===== src/rtl/softmax_pkg.sv =====
// Shared types and helpers for the softmax exp sequencer: FSM encoding,
// float field widths and a sign-magnitude greater-than compare.
package softmax_pkg;

  localparam int FP_E = 8;
  localparam int FP_M = 23;
  localparam int FP_W = 1 + FP_E + FP_M;

  typedef enum logic [1:0] {
    S_LOAD,
    S_ISSUE,
    S_WAIT,
    S_EMIT
  } state_t;

  // Words are zero-extended to 64 bits; w is the real float width.
  // +0/-0 compare equal, NaN bit patterns are ordered like any other value.
  function automatic logic float_gt(input logic [63:0] a, input logic [63:0] b,
                                    input int w);
    logic [63:0] sbit, mask, ma, mb;
    logic        sa, sb;
    sbit = 64'd1 << (w - 1);
    mask = sbit - 64'd1;
    ma   = a & mask;
    mb   = b & mask;
    sa   = |(a & sbit);
    sb   = |(b & sbit);
    if (ma == 64'd0 && mb == 64'd0) return 1'b0;
    if (sa != sb) return sb;
    if (!sa) return ma > mb;
    return ma < mb;
  endfunction

endpackage


===== src/rtl/softmax_vec_buffer.sv =====
// Vector storage for one softmax vector: single write port, async read port.
module softmax_vec_buffer #(
  parameter int DATA_WIDTH = 32,
  parameter int DEPTH      = 8,
  parameter int AW         = $clog2(DEPTH)
) (
  input  logic                  clk,
  input  logic                  we,
  input  logic [AW-1:0]         waddr,
  input  logic [DATA_WIDTH-1:0] wdata,
  input  logic [AW-1:0]         raddr,
  output logic [DATA_WIDTH-1:0] rdata
);

  logic [DEPTH-1:0][DATA_WIDTH-1:0] mem;

  always_ff @(posedge clk)
    if (we) mem[waddr] <= wdata;

  assign rdata = mem[raddr];

endmodule


===== src/rtl/softmax_exp_sequencer.sv =====
// Collects one softmax vector, tracks its max, then feeds elements one at a
// time to the exp stage and streams the results out with index/last tags.
module softmax_exp_sequencer
  import softmax_pkg::*;
#(
  parameter int DATA_WIDTH = FP_W,
  parameter int E          = FP_E,
  parameter int M          = FP_M,
  parameter int VEC_LEN    = 8,
  parameter int TIMEOUT    = 255
) (
  input  logic                       clk,
  input  logic                       reset,
  input  logic                       in_valid,
  input  logic [DATA_WIDTH-1:0]      in_data,
  output logic                       in_ready,
  output logic                       start_exp,
  output logic [DATA_WIDTH-1:0]      exp_x,
  input  logic [DATA_WIDTH-1:0]      exp_result,
  input  logic                       exp_done,
  output logic                       out_valid,
  output logic [DATA_WIDTH-1:0]      out_data,
  output logic [$clog2(VEC_LEN)-1:0] out_index,
  output logic                       out_last,
  input  logic                       out_ready,
  output logic [DATA_WIDTH-1:0]      max_value,
  output logic                       busy,
  output logic                       timeout_err
);

  localparam int              AW       = $clog2(VEC_LEN);
  localparam int              TW       = $clog2(TIMEOUT + 1);
  localparam logic [AW-1:0]   LAST_IDX = AW'(VEC_LEN - 1);
  localparam logic [TW-1:0]   TMR_MAX  = TW'(TIMEOUT);

  state_t                  state, state_nx;
  logic [AW-1:0]           wr_cnt, rd_cnt;
  logic [TW-1:0]           tmr;
  logic [DATA_WIDTH-1:0]   rd_data;
  logic                    load_fire, emit_fire;

  softmax_vec_buffer #(
    .DATA_WIDTH(DATA_WIDTH),
    .DEPTH     (VEC_LEN),
    .AW        (AW)
  ) u_buf (
    .clk  (clk),
    .we   (load_fire),
    .waddr(wr_cnt),
    .wdata(in_data),
    .raddr(rd_cnt),
    .rdata(rd_data)
  );

  always_ff @(posedge clk or negedge reset)
    if (!reset) state <= S_LOAD;
    else        state <= state_nx;

  always_comb begin
    state_nx  = state;
    in_ready  = 1'b0;
    start_exp = 1'b0;
    case (state)
      S_LOAD: begin
        in_ready = 1'b1;
        if (in_valid && wr_cnt == LAST_IDX) state_nx = S_ISSUE;
      end
      S_ISSUE: begin
        start_exp = 1'b1;
        state_nx  = S_WAIT;
      end
      S_WAIT: begin
        if (exp_done)            state_nx = S_EMIT;
        else if (tmr == TMR_MAX) state_nx = S_LOAD;
      end
      S_EMIT: begin
        if (out_ready) state_nx = (rd_cnt == LAST_IDX) ? S_LOAD : S_ISSUE;
      end
      default: state_nx = S_LOAD;
    endcase
  end

  assign busy      = (state != S_LOAD);
  assign load_fire = in_ready && in_valid;
  assign emit_fire = (state == S_EMIT) && out_valid && out_ready;

  always_ff @(posedge clk or negedge reset) begin
    if (!reset) begin
      wr_cnt      <= '0;
      rd_cnt      <= '0;
      tmr         <= '0;
      exp_x       <= '0;
      out_valid   <= 1'b0;
      out_data    <= '0;
      out_index   <= '0;
      out_last    <= 1'b0;
      max_value   <= '0;
      timeout_err <= 1'b0;
    end else begin
      if (load_fire) begin
        wr_cnt <= (wr_cnt == LAST_IDX) ? '0 : wr_cnt + 1'b1;
        // Strict compare keeps the earlier element on ties.
        if (wr_cnt == '0 || float_gt(64'(in_data), 64'(max_value), 1 + E + M))
          max_value <= in_data;
      end
      if (state == S_ISSUE) begin
        exp_x <= rd_data;
        tmr   <= '0;
      end
      if (state == S_WAIT) begin
        tmr <= tmr + 1'b1;
        if (exp_done) begin
          out_data  <= exp_result;
          out_valid <= 1'b1;
          out_index <= rd_cnt;
          out_last  <= (rd_cnt == LAST_IDX);
        end else if (tmr == TMR_MAX) begin
          // Abandon the remainder of this vector.
          timeout_err <= 1'b1;
          rd_cnt      <= '0;
        end
      end
      if (emit_fire) begin
        out_valid <= 1'b0;
        out_last  <= 1'b0;
        rd_cnt    <= (rd_cnt == LAST_IDX) ? '0 : rd_cnt + 1'b1;
      end
    end
  end

endmodule


===== config.mk =====
export PLATFORM = sky130hd
export DESIGN_NAME = softmax_exp_sequencer
export DESIGN_NICKNAME = d
export VERILOG_FILES = /design/src/rtl/softmax_pkg.sv /design/src/rtl/softmax_vec_buffer.sv /design/src/rtl/softmax_exp_sequencer.sv
export SDC_FILE = /design/constraint.sdc
export NUM_CORES = 1
export LEC_CHECK = 0
export ABC_AREA = 0
export BUFFER_PORTS_ARGS = -buffer_cell sky130_fd_sc_hd__buf_2
export CAP_MARGIN = 10
export CELL_PAD_IN_SITES_DETAIL_PLACEMENT = 0
export CELL_PAD_IN_SITES_GLOBAL_PLACEMENT = 1
export CORE_ASPECT_RATIO = 1.75
export CORE_UTILIZATION = 35
export DETAILED_ROUTE_END_ITERATION = 7
export GPL_ROUTABILITY_DRIVEN = 0
export PLACE_DENSITY = 0.59
export SLEW_MARGIN = 10
export SYNTH_ARGS = -nofsm -noshare
export SYNTH_HDL_FRONTEND = slang
export SYNTH_SLANG_ARGS = --single-unit
export TNS_END_PERCENT = 30

===== constraint.sdc =====
create_clock -name clk -period 7.9 [get_ports clk]
set_input_delay 1.58 -clock clk [delete_from_list [all_inputs] [get_ports clk]]
set_output_delay 1.58 -clock clk [all_outputs]
set_load 0.02 [all_outputs]

==> results.toml <==
[sta]
hold_viol_final = 0
setup-tns-final_ps = 0
period_share_pct = 56.30
hold_ws_ps = 472.7
slew_violations = 0
finalSetupViolations = 0
relSlewSlack_pct = 34.91
finalCriticalPeriod_ps = 4448
rsz0062_at_grt = "false"
tightest_slew_ps = 973.2
fmax_ghz = 0.2248
skew_ps = 27.62

[cts]
cts_buffers = 37
root_buffer = "clkbuf_16"
path_clk_slew_ps = 60
tritoncts = "built"
ctsLongestPathBuffers = 3
htree_levels = 2
clock_latency_ps = 540
post-cts-setup-buffers = 0
ctsHoldBuffers = 0
cts_sinks = 374
cts_repair_resize_count = 0

[power_and_ir_drop]
power_density_mw_per_mm2 = 373.8
peakVddDrop_mv = 0.2296
p_total_w = 0.006759
p_leak_nw = 6.844

[placement]
dpl_cell_area_mm2 = 0.01688
port_buffers = 173
dp.final_hpwl_mm = 23.03

[global_routing]
grt_pass1_vias = 8639
grt-busiest-layer = "met2"
use_met1_pct = 20.86
grt_max_degree = 65
antenna_found_initial = 1
use_met3_pct = 2.593
grt_usage_pct = 16.63
grt_pass1_wl_mm = 54.74
grt_remaining_overflow = 0
met2_usage_pct = 29.14

[worst_setup_path]
critPathTopFamily = "compound AO/OA/AOI/OAI gates"
ff2ff_setup_slack_ps = 4160
cp_num_buf_inv = 2
startpoint = "in_data[30]"
critPathKind = "input port to flip-flop"
end_kind = "flip-flop"
crit_required_ps = 8320
path_cells = "buf_2 -> ha_1 -> nand4_4 -> nor4_4 -> nand3_1 -> and2_1 -> a221o_1 -> a31oi_4 -> buf_4 -> mux2_2"
max_stage_delay_ps = 760
r2r-start = "max_value[21]"
cp_slowest_cell = "a31oi_4"
crit_arrival_ps = 4870
critPathMaxFanout = 17
crit_path_start_kind = "input port"

[final_layout]
layout_commonest_cell = "edfxtp_1"
fill_cells = 3961
layout.nets = 1178
design_area_mm2 = 0.01808
layout_common_cells = "edfxtp_1 (256), buf_2 (172), dfrtp_1 (115)"
area_growth_pct = 18.35
drive_above_1_share_pct = 35.31
final_util_pct = 42.25
n_antenna_cell = 0

[drt]
vias = 8260
wl_mm = 36.07
final_antenna_net_count = 0
drc = 0
vias_per_cell = 4.985
drt_iter0_drc = 381
firstDrtPassIters = 4
route.detailed.wl_per_inst_um = 21.77

[status]
status = "finished, final reports clean"

[yosys]
syn_avg_cell_area_um2 = 17.42
synth_edf_count = 256
yosys.cell_types.count = 41
syn-num-nets = 987
synthCells = 877
async_flop_share_pct = 31.55
synth_warnings = 0
synth_area_mm2 = 0.01528
ys_seq_elements = 374
ys_seq_area_share_pct = 69.65
synthFlopType = "edfxtp_1"

[min_path]
min_path_type = "flip-flop to flip-flop"
min_from = "timeout_err"

[floorplan]
io_pins = 174
coreArea_mm2 = 0.04279
die_w_um = 159.9
start_util_pct = 35.70
die_area_mm2 = 0.04452
row_count = 100
die_h_um = 278.4

[job]
drv_cap = 0
[worst reg2reg max path, delay by kind of cell (launching register included)]
kind,cells,cell delay [ps]
buffers and inverters,2,520
and+or+nand+nor,4,820
DFF,1,520
AOI/OAI and AO/OA,2,1080
muxes,1,390
adders and majority gates,1,300
[synth_stat cells, types with 4 or more instances]
library cell  number  area, um^2
a21oi_1           53       265.3
buf_1              8       30.03
clkbuf_1          23       86.33
dfrtp_1          118        2953
edfxtp_1         256        7687
ha_1              41       513.0
inv_1             44       165.2
mux2_2            38       427.9
mux2_4            29       435.4
mux2i_1           32       320.3
mux4_2            64        1441
nand2_1           19       71.32
nand3_1            8       40.04
nand4_1           11       68.82
nor2_1            46       172.7
nor2b_1            4       25.02
nor3_1             6       30.03
nor4_1            17       106.4
o21ai_0           22       110.1
[sequential cells by signal (all words and copies together), names as in the netlist]
| register | count |
|---|---|
| state | 2 |
| out_last | 1 |
| out_valid | 1 |
| out_index | 3 |
| exp_x | 32 |
| tmr | 8 |
| rd_cnt | 3 |
| max_value | 32 |
| u_buf.mem | 256 |
| wr_cnt | 3 |
| timeout_err | 1 |
| out_data | 32 |
[path summary, 6_finish.rpt]
kind                           endpoint  cells past startpoint
max                        max_value[1]                     10
min                         timeout_err                      1
max reg2reg                max_value[1]                     10
min reg2reg                 timeout_err                      1
max in group asynchronous     rd_cnt[0]                      2
min in group asynchronous        tmr[4]                      1
[per-layer routing]
metal	part of all wire, %	vias to the layer above
li1	-	3769
met1	42	4227
met2	51	213
met3	4.0	51
met4	2.5	0
met5	0	-
[per-stage QoR]
| stage | worst slack, ps | instances |
|---|---|---|
| 2_1_floorplan | 2642 | 877 |
| 3_3_place_gp | 2882 | 1589 |
| 3_5_place_dp | 2879 | 1589 |
| 4_1_cts | 3441 | 1656 |
| 5_1_grt | 3244 | 1657 |
| 6_report | 3452 | 1657 |
[report_power, final]
group | switching [W] | internal, W
clock | 0.000729 | 0.000993
combinational | 0.00126 | 0.000978
sequential | 0.000321 | 0.00248
[final cells by class]
cell class / instances / area, um^2 / area share [%]
Multi-Input combinational cell: 422 / 4383 / 24.24
Sequential cell: 374 / 10650 / 58.88
Inverter: 44 / 165.2 / 0.9134
Timing Repair Buffer: 189 / 1012 / 5.598
Tap cell: 561 / 701.9 / 3.882
Clock inverter: 13 / 120.1 / 0.6643
Clock buffer: 54 / 1052 / 5.820
[logic make-up after synthesis]
family / share of synthesized area (%)
multiplexers: 17.18
AO/OA/AOI/OAI: 3.317
AND/OR/NAND/NOR: 4.275
buffers and inverters: 2.162
XOR/XNOR: 0.05734
adder cells (fa/ha/maj): 3.358
flip-flops: 69.65
No activity file was read; power rests on OpenSTA's default activity.
